--- config.mk ---
export PLATFORM = sky130hd
export DESIGN_NAME = io_wait_ctrl
export DESIGN_NICKNAME = d
export VERILOG_FILES = /design/src/rtl/io_wait_ctrl.sv
export SDC_FILE = /design/constraint.sdc
export NUM_CORES = 1
export LEC_CHECK = 0
export ABC_AREA = 1
export BUFFER_PORTS_ARGS = -buffer_cell sky130_fd_sc_hd__buf_4
export CAP_MARGIN = 10
export CORE_MARGIN = 2
export CORE_UTILIZATION = 60
export DETAILED_ROUTE_END_ITERATION = 16
export PLACE_DENSITY = 0.94
export SYNTH_ARGS = -nofsm -noshare
export SYNTH_HDL_FRONTEND = slang
export SYNTH_SLANG_ARGS = --single-unit
--- constraint.sdc ---
create_clock -name clk -period 4.1 [get_ports clk]
set_input_delay 0.41 -clock clk [delete_from_list [all_inputs] [get_ports clk]]
set_output_delay 0.41 -clock clk [all_outputs]
set_load 0.02 [all_outputs]
--- src/rtl/io_wait_ctrl.sv ---
// io_wait_ctrl: inserts CPU /WAIT states for I/O cycles that hit a mapped
// tile window, releasing on tile ready, on a ready-timeout, or when the CPU
// abandons the cycle. Unmapped cycles are flagged with a one-clock strobe.
module io_wait_ctrl (
  input  logic       clk,
  input  logic       rst,
  input  logic       iorq_n,
  input  logic       is_read,
  input  logic       is_write,
  input  logic       win_valid,
  input  logic [2:0] win_idx,
  input  logic       tile_rdy_n,
  input  logic [3:0] cfg_min_wait,
  input  logic [7:0] cfg_timeout,
  input  logic       to_clr,
  output logic       wait_n,
  output logic       cycle_act,
  output logic       unmapped_stb,
  output logic       to_stb,
  output logic       to_flag,
  output logic [2:0] to_idx
);

  typedef enum logic [2:0] {
    IDLE     = 3'd0,
    WAIT_MIN = 3'd1,
    WAIT_RDY = 3'd2,
    HOLD     = 3'd3,
    TIMEOUT  = 3'd4
  } state_t;

  state_t     state, state_nx;

  logic       iorq_m, iorq_s;
  logic       rdy_m, rdy_s;

  logic [3:0] mcnt, mcnt_nx;
  logic [7:0] tcnt, tcnt_nx;
  logic [2:0] idx_q, idx_nx;

  logic       wait_nx, act_nx, unm_nx, tos_nx, flag_nx;
  logic [2:0] to_idx_nx;

  logic       start_map;
  logic       to_hit;

  assign start_map = win_valid & (is_read | is_write);
  // Widened compare so a saturated tcnt (255) can never match an 8-bit limit.
  assign to_hit    = (cfg_timeout != 8'd0) &&
                     (({1'b0, tcnt} + 9'd1) == {1'b0, cfg_timeout});

  // Two-flop synchronizers for the asynchronous CPU and tile handshakes.
  always_ff @(posedge clk) begin
    if (rst) begin
      iorq_m <= 1'b1;
      iorq_s <= 1'b1;
      rdy_m  <= 1'b1;
      rdy_s  <= 1'b1;
    end else begin
      iorq_m <= iorq_n;
      iorq_s <= iorq_m;
      rdy_m  <= tile_rdy_n;
      rdy_s  <= rdy_m;
    end
  end

  // State register.
  always_ff @(posedge clk) begin
    if (rst) state <= IDLE;
    else     state <= state_nx;
  end

  // Next-state logic; a CPU abort outranks every other exit from the wait
  // states, and ready outranks the timeout.
  always_comb begin
    state_nx = state;
    case (state)
      IDLE: begin
        if (!iorq_s) begin
          if (start_map) state_nx = (cfg_min_wait == 4'd0) ? WAIT_RDY : WAIT_MIN;
          else           state_nx = HOLD;
        end
      end
      WAIT_MIN: begin
        if (iorq_s)            state_nx = IDLE;
        else if (mcnt <= 4'd1) state_nx = WAIT_RDY;
      end
      WAIT_RDY: begin
        if (iorq_s)      state_nx = IDLE;
        else if (!rdy_s) state_nx = HOLD;
        else if (to_hit) state_nx = TIMEOUT;
      end
      HOLD, TIMEOUT: begin
        if (iorq_s) state_nx = IDLE;
      end
      default: state_nx = IDLE;
    endcase
  end

  // Next values of the registered outputs and cycle counters, derived from
  // the current state and the transition being taken.
  always_comb begin
    mcnt_nx   = mcnt;
    tcnt_nx   = tcnt;
    idx_nx    = idx_q;
    to_idx_nx = to_idx;
    unm_nx    = 1'b0;
    tos_nx    = 1'b0;
    flag_nx   = to_flag & ~to_clr;
    wait_nx   = !((state_nx == WAIT_MIN) || (state_nx == WAIT_RDY));
    act_nx    = (state_nx != IDLE);
    case (state)
      IDLE: begin
        if (state_nx == HOLD) begin
          unm_nx = 1'b1;
        end else if (state_nx != IDLE) begin
          idx_nx  = win_idx;
          mcnt_nx = cfg_min_wait;
          tcnt_nx = '0;
        end
      end
      WAIT_MIN: begin
        if (!iorq_s) begin
          if (mcnt != 4'd0) mcnt_nx = mcnt - 4'd1;
          if (state_nx == WAIT_RDY) tcnt_nx = '0;
        end
      end
      WAIT_RDY: begin
        if (!iorq_s && rdy_s) begin
          if (tcnt != 8'hFF) tcnt_nx = tcnt + 8'd1;
        end
        if (state_nx == TIMEOUT) begin
          tos_nx    = 1'b1;
          flag_nx   = 1'b1;
          to_idx_nx = idx_q;
        end
      end
      default: ;
    endcase
  end

  // Output and counter registers.
  always_ff @(posedge clk) begin
    if (rst) begin
      wait_n       <= 1'b1;
      cycle_act    <= 1'b0;
      unmapped_stb <= 1'b0;
      to_stb       <= 1'b0;
      to_flag      <= 1'b0;
      to_idx       <= '0;
      mcnt         <= '0;
      tcnt         <= '0;
      idx_q        <= '0;
    end else begin
      wait_n       <= wait_nx;
      cycle_act    <= act_nx;
      unmapped_stb <= unm_nx;
      to_stb       <= tos_nx;
      to_flag      <= flag_nx;
      to_idx       <= to_idx_nx;
      mcnt         <= mcnt_nx;
      tcnt         <= tcnt_nx;
      idx_q        <= idx_nx;
    end
  end

endmodule

* Word level (Yosys, flattened, before mapping)
Index checks and enable logic that the tools add are counted.
Word-level totals: flip-flop bits (word level) 30, word-level logic and storage cells 87, output and inout bits 8, input port bits 23
Operators by class: multiplexer cells 26, bitwise logic cells 7, add/subtract/negate cells 3, reductions and logical operators 19, order comparisons 1, equal/unequal tests 17
Operators with widths (number):
- 2-to-1 mux 8 bit | 6
- one-hot mux 8 bit (3 select lines) | 1
- 2-to-1 mux 3 bit | 7
- 2-to-1 mux 4 bit | 4
- inequality test 2 bit (second input constant) | 7
- == test 3 x 2 -> 1 bit (second input constant) | 4
- one-hot mux 3 bit (4 select lines) | 1
- adder 8 x 1 -> 9 bit (second input constant) | 1
- == test 9 x 8 -> 1 bit | 1
- adder 8 x 1 -> 8 bit (second input constant) | 1
- inequality test 8 bit (second input constant) | 1
- one-hot mux 4 bit (2 select lines) | 1
- nonzero test 8 bit | 1
- AND reduction 7 bit | 1
- == test 3 x 1 -> 1 bit (second input constant) | 2
- == test 3 bit (second input constant) | 2
- nonzero test 3 bit | 2
- OR reduction 2 bit | 3
- AND reduction 5 bit | 1
- <= comparator 4 x 1 -> 1 bit (second input constant) | 1
- zero test 4 bit | 1
- 2-to-1 mux 1 bit | 4
- 2-to-1 mux 2 bit | 2
- NOT 1 bit | 4
- 11 further kinds | 14

* Depth between registers and ports, before layout
depth in word-level cells 11, mapped depth 22, gate-level depth less buffers 21

* Worst setup path before layout
Ideal clock, no wire load.
kind register to register, from register tcnt[0], to register tcnt[7], slack 1.951 ns, arrival time 2.036 ns, required time 3.987 ns, stages on the path, launching flop included 20, path buffers 1, period minus slack after synthesis 2.149 ns, library setup time 0.113 ns, cells stage by stage dfxtp_1 > ha_1 > nand2_2 > o21bai_2 > nand2_1 > nand2_1 > inv_1 > nor2_1 > nand3_1 > nand2_1 > nand2_1 > nand2_1 > nand2_1 > nand3_1 > nand3_2 > nor2_4 > buf_6 > nand2_1 > nand2_1 > nor2_1
On the way: longest elaborated chain between the ends 10, elaborated cells between the ends (all ways) 20, those cells by class add/sub: 2; eq/ne: 8; mux: 7; reduce/logical: 3
RTL lines:
- from (decl) | line 38 | logic [7:0] tcnt, tcnt_nx;
- from (signal assigned) | line 162 | tcnt <= tcnt_nx;
- adder 8 x 1 -> 9 bit | line 50 | (({1'b0, tcnt} + 9'd1) == {1'b0, cfg_timeout});
- == test 9 x 8 -> 1 bit | line 50
- logical AND 1 bit | line 49 | assign to_hit = (cfg_timeout != 8'd0) &&
- 2-to-1 mux 3 bit | line 91 | else if (to_hit) state_nx = TIMEOUT;
- 2-to-1 mux 3 bit | line 90 | else if (!rdy_s) state_nx = HOLD;
- 2-to-1 mux 3 bit | line 89 | if (iorq_s) state_nx = IDLE;
- one-hot mux 3 bit (4 select lines) | line 77 | case (state)
- == test 3 x 2 -> 1 bit, or another cell as far along | line 125 | if (state_nx == WAIT_RDY) tcnt_nx = '0;
- inequality test 2 bit (no source line)
- AND reduction 7 bit (no source line)
Several ways; a longest one is shown, not always the timed one. The select of a mux whose other input is x is not followed. A chain may end at the register's enable or synchronous reset.

* Final worst setup path
from register tcnt[0], to register tcnt[3]
The elaborated chain is that of the path after synthesis.

==> impl_metrics.py <==
metrics = {
    "setup_path": {
        "startpoint_type": "flop",
        "critPathCapture": "tcnt[3]",
        "r2r-start": "tcnt[0]",
        "arrival_ns": 2.76,
        "rr_endpoint": "tcnt[3]",
        "cp_max_fo": 16,
        "r2r_slack_ns": 1.57,
        "cp.required_ns": 4.33,
        "startpoint": "tcnt[0]",
        "worst-setup-path-type": "reg2reg",
        "cpMostUsedCell": "nand2_1",
        "crit_path_max_incr_delay_ns": 0.43,
        "crit_chain": "ha_1 -> nand2_2 -> o21bai_2 -> nand2_1 -> nand2_1 -> inv_1 -> nor2_1 -> nand3_1 -> nand2_1 -> nand2_1 -> nand2_1 -> nand2_1 -> nand3_1 -> nand3_2 -> nor2_4 -> nand2_1 -> nand2_1 -> nor2_1",
        "end_kind": "flop",
        "reg2reg_depth": 18,
        "cp_slowest_cell": "dfxtp_1",
    },
    "clock_tree": {
        "clock-root-buffer": "clkbuf_4",
        "cts_made_buffers": 5,
        "cts-hold-fix-buffers": 0,
        "clock_sinks": 30,
        "cts_max_level": 2,
        "clockBufferDepth": 2,
        "post_cts_buffers": 0,
        "insertion_delay_ns": 0.33,
        "cts_resized": 0,
        "cts_tree": "built",
        "path_clk_slew_ns": 0.10,
    },
    "synth": {
        "syn-num-nets": 318,
        "synth_edf_count": 0,
        "yosys_warnings": 0,
        "synth_area_leaders": "dfxtp_1, nand2_1, nor2_1",
        "synthTopCellsByCount": "nand2_1, nor2_1, inv_1, nand3_1, dfxtp_1",
        "synthXorXnorAreaFrac_pct": 0.964,
        "muxShareOfSynthArea_pct": 0,
        "ys_seq_elements": 30,
        "yosys.area.top_type": "dfxtp_1",
        "synth_area_sq_um": 1820,
        "synth_top_area_share_pct": 33.1,
        "synth.distinct_cells": 27,
        "synthArstFlopShare_pct": 0,
        "synth-simple-area-share_pct": 44.3,
        "syn_area_per_cell_sq_um": 6.22,
        "synth_top_family_by_area": "simple AND/OR/NAND/NOR gates",
        "yosysMostFrequentCell": "nand2_1",
        "synth_fa_ha_area_share_pct": 2.07,
        "synth_ff_type": "dfxtp_1",
        "synth_compound_area_share_pct": 9.92,
        "yosysSeqAreaShare_pct": 33.1,
        "synth_cells": 292,
    },
    "sta": {
        "worst_pin_slew_ns": 0.608,
        "post-route-min-period_ns": 2.53,
        "finalSetupViolCount": 0,
        "rsz0062_at_grt": "false",
        "setup_tns_ns": 0,
        "finClkSkew_ns": 0.00939,
        "slew_violations": 0,
        "post-route-period-util_pct": 61.6,
        "hold_violations": 0,
        "fmax_mhz": 396,
        "slew_headroom_pct": 59.4,
    },
    "routing": {
        "vias": 1941,
        "drt_iter0_markers": 105,
        "dr.pass1.iters": 4,
        "drc": 0,
        "wl_per_cell_um": 12.2,
        "drtAntennaViolNets": 0,
        "viasPerCell": 5.44,
        "routed_wl_um": 4340,
    },
    "floorplanning": {
        "start_util_pct": 64.8,
        "die_x_um": 59.0,
        "core_area_sq_um": 2810,
        "pin_count": 31,
        "die_y_um": 59.0,
        "die_area_sq_um": 3480,
        "rows": 19,
    },
    "cells_and_area": {
        "post-route-cell-area_sq_um": 2170,
        "syn_to_final_growth_pct": 19.4,
        "fillers": 221,
        "final_nets": 351,
        "final_core_util_pct": 77.3,
        "stdcell_count": 357,
        "antenna_cells": 0,
        "drive_gt1_share_pct": 16.6,
    },
    "placed_design": {
        "routabilityCongestion": 0.918,
        "place_inst": 349,
        "port_buffers": 30,
        "place_area_sq_um": 2060,
        "place.detailed.hpwl_um": 3190,
    },
    "power_and_ir_drop": {
        "vdd_drop_max_mv": 0.322,
        "power_density_nw_per_um2": 367,
        "p_leak_nw": 1.10,
        "finalPower_mw": 0.797,
    },
    "global_route": {
        "grt_max_degree": 22,
        "grt_pass1_vias": 1679,
        "grt_use_total_pct": 27.1,
        "antenna_found_initial": 0,
        "grt_pass1_wl_um": 7130,
        "grt-ovfl-total": 0,
    },
    "job": {
        "cap_violations": 0,
    },
    "hold_path": {
        "min_path_type": "in2reg",
    },
    "outcome": {
        "status": "complete, no violations",
    },
}
[power breakdown]
group | switching (mW) | total [mW] | internal, mW
Clock | 0.109 | 0.315 | 0.207
Combinational | 0.0892 | 0.150 | 0.0604
Sequential | 0.0210 | 0.332 | 0.311
[critical path, delay by kind of cell, from the launching register on]
kind	cells	cell delay (ns)
compound gates	1	0.20
fa+ha+maj	1	0.25
buf+inv	1	0.04
flops	1	0.43
simple gates	15	1.51
[area by class of cell]
type	instances	area [sq um]	area share, %
flip-flops and latches	30	601	27.7
inverters	41	154	7.09
clock inverters	2	60.1	2.77
repair buffers	30	225	10.4
clock buffers	6	51.3	2.36
well taps	31	38.8	1.79
multi-input cells	217	1040	47.9
[registers in the layout, summed over array words and instances, names as in the netlist]
signal,count
rdy_s,1
to_stb,1
to_idx,3
iorq_m,1
to_flag,1
idx_q,3
iorq_s,1
cycle_act,1
wait_n,1
mcnt,4
rdy_m,1
unmapped_stb,1
tcnt,8
state,3
[stage by stage]
| step | hold WS (ns) | setup slack (ns) |
|---|---|---|
| finish | 0.264 | 1.57 |
| global route | 0.259 | 1.28 |
| CTS | 0.260 | 1.59 |
| detailed placement | 0.398 | 1.63 |
| global placement | 0.391 | 1.75 |
| floorplan | 0.389 | 1.95 |
[worst min-delay path by stage]
stage                     depth (start not counted)  slack, ns  endpoint  startpoint
after global routing                              2       0.26     rdy_m  tile_rdy_n
after global placement                            1       0.39     rdy_s       rdy_m
final                                             2       0.26    iorq_m      iorq_n
after detailed placement                          1       0.40    iorq_s      iorq_m
after CTS                                         2       0.26    iorq_m      iorq_n
after floorplan                                   1       0.39    iorq_s      iorq_m
[logic make-up after synthesis]
family	after synthesis
compound gates	31
xor+xnor	2
fa+ha+maj	3
buf+inv	45
flops	30
simple gates	181
[cells in the final DEF (no fill, tap or decap), drive strengths merged]
cell / netlist / layout
xor2: 1 / 1
bufinv: 0 / 2
o22ai: 2 / 2
a31oi: 1 / 1
ha: 3 / 3
xnor2: 1 / 1
nor2: 50 / 50
nand3: 33 / 33
o21bai: 1 / 1
a21oi: 10 / 10
a311oi: 1 / 1
nand3b: 1 / 1
nor3: 4 / 4
nand2: 86 / 86
o21ai: 13 / 13
o211ai: 3 / 3
clkbuf: 3 / 6
buf: 1 / 30
nand4: 3 / 3
inv: 41 / 41
or2: 4 / 4
dfxtp: 30 / 30
[metal layers]
metal	GRT usage, %	vias to the layer above	wire (um)
li1	-	990	-
met1	32.4	863	1870
met2	46.7	78	2140
met3	5.24	10	231
met4	12.3	0	100
met5	0	-	0
Power figures use the tool's default switching activity.
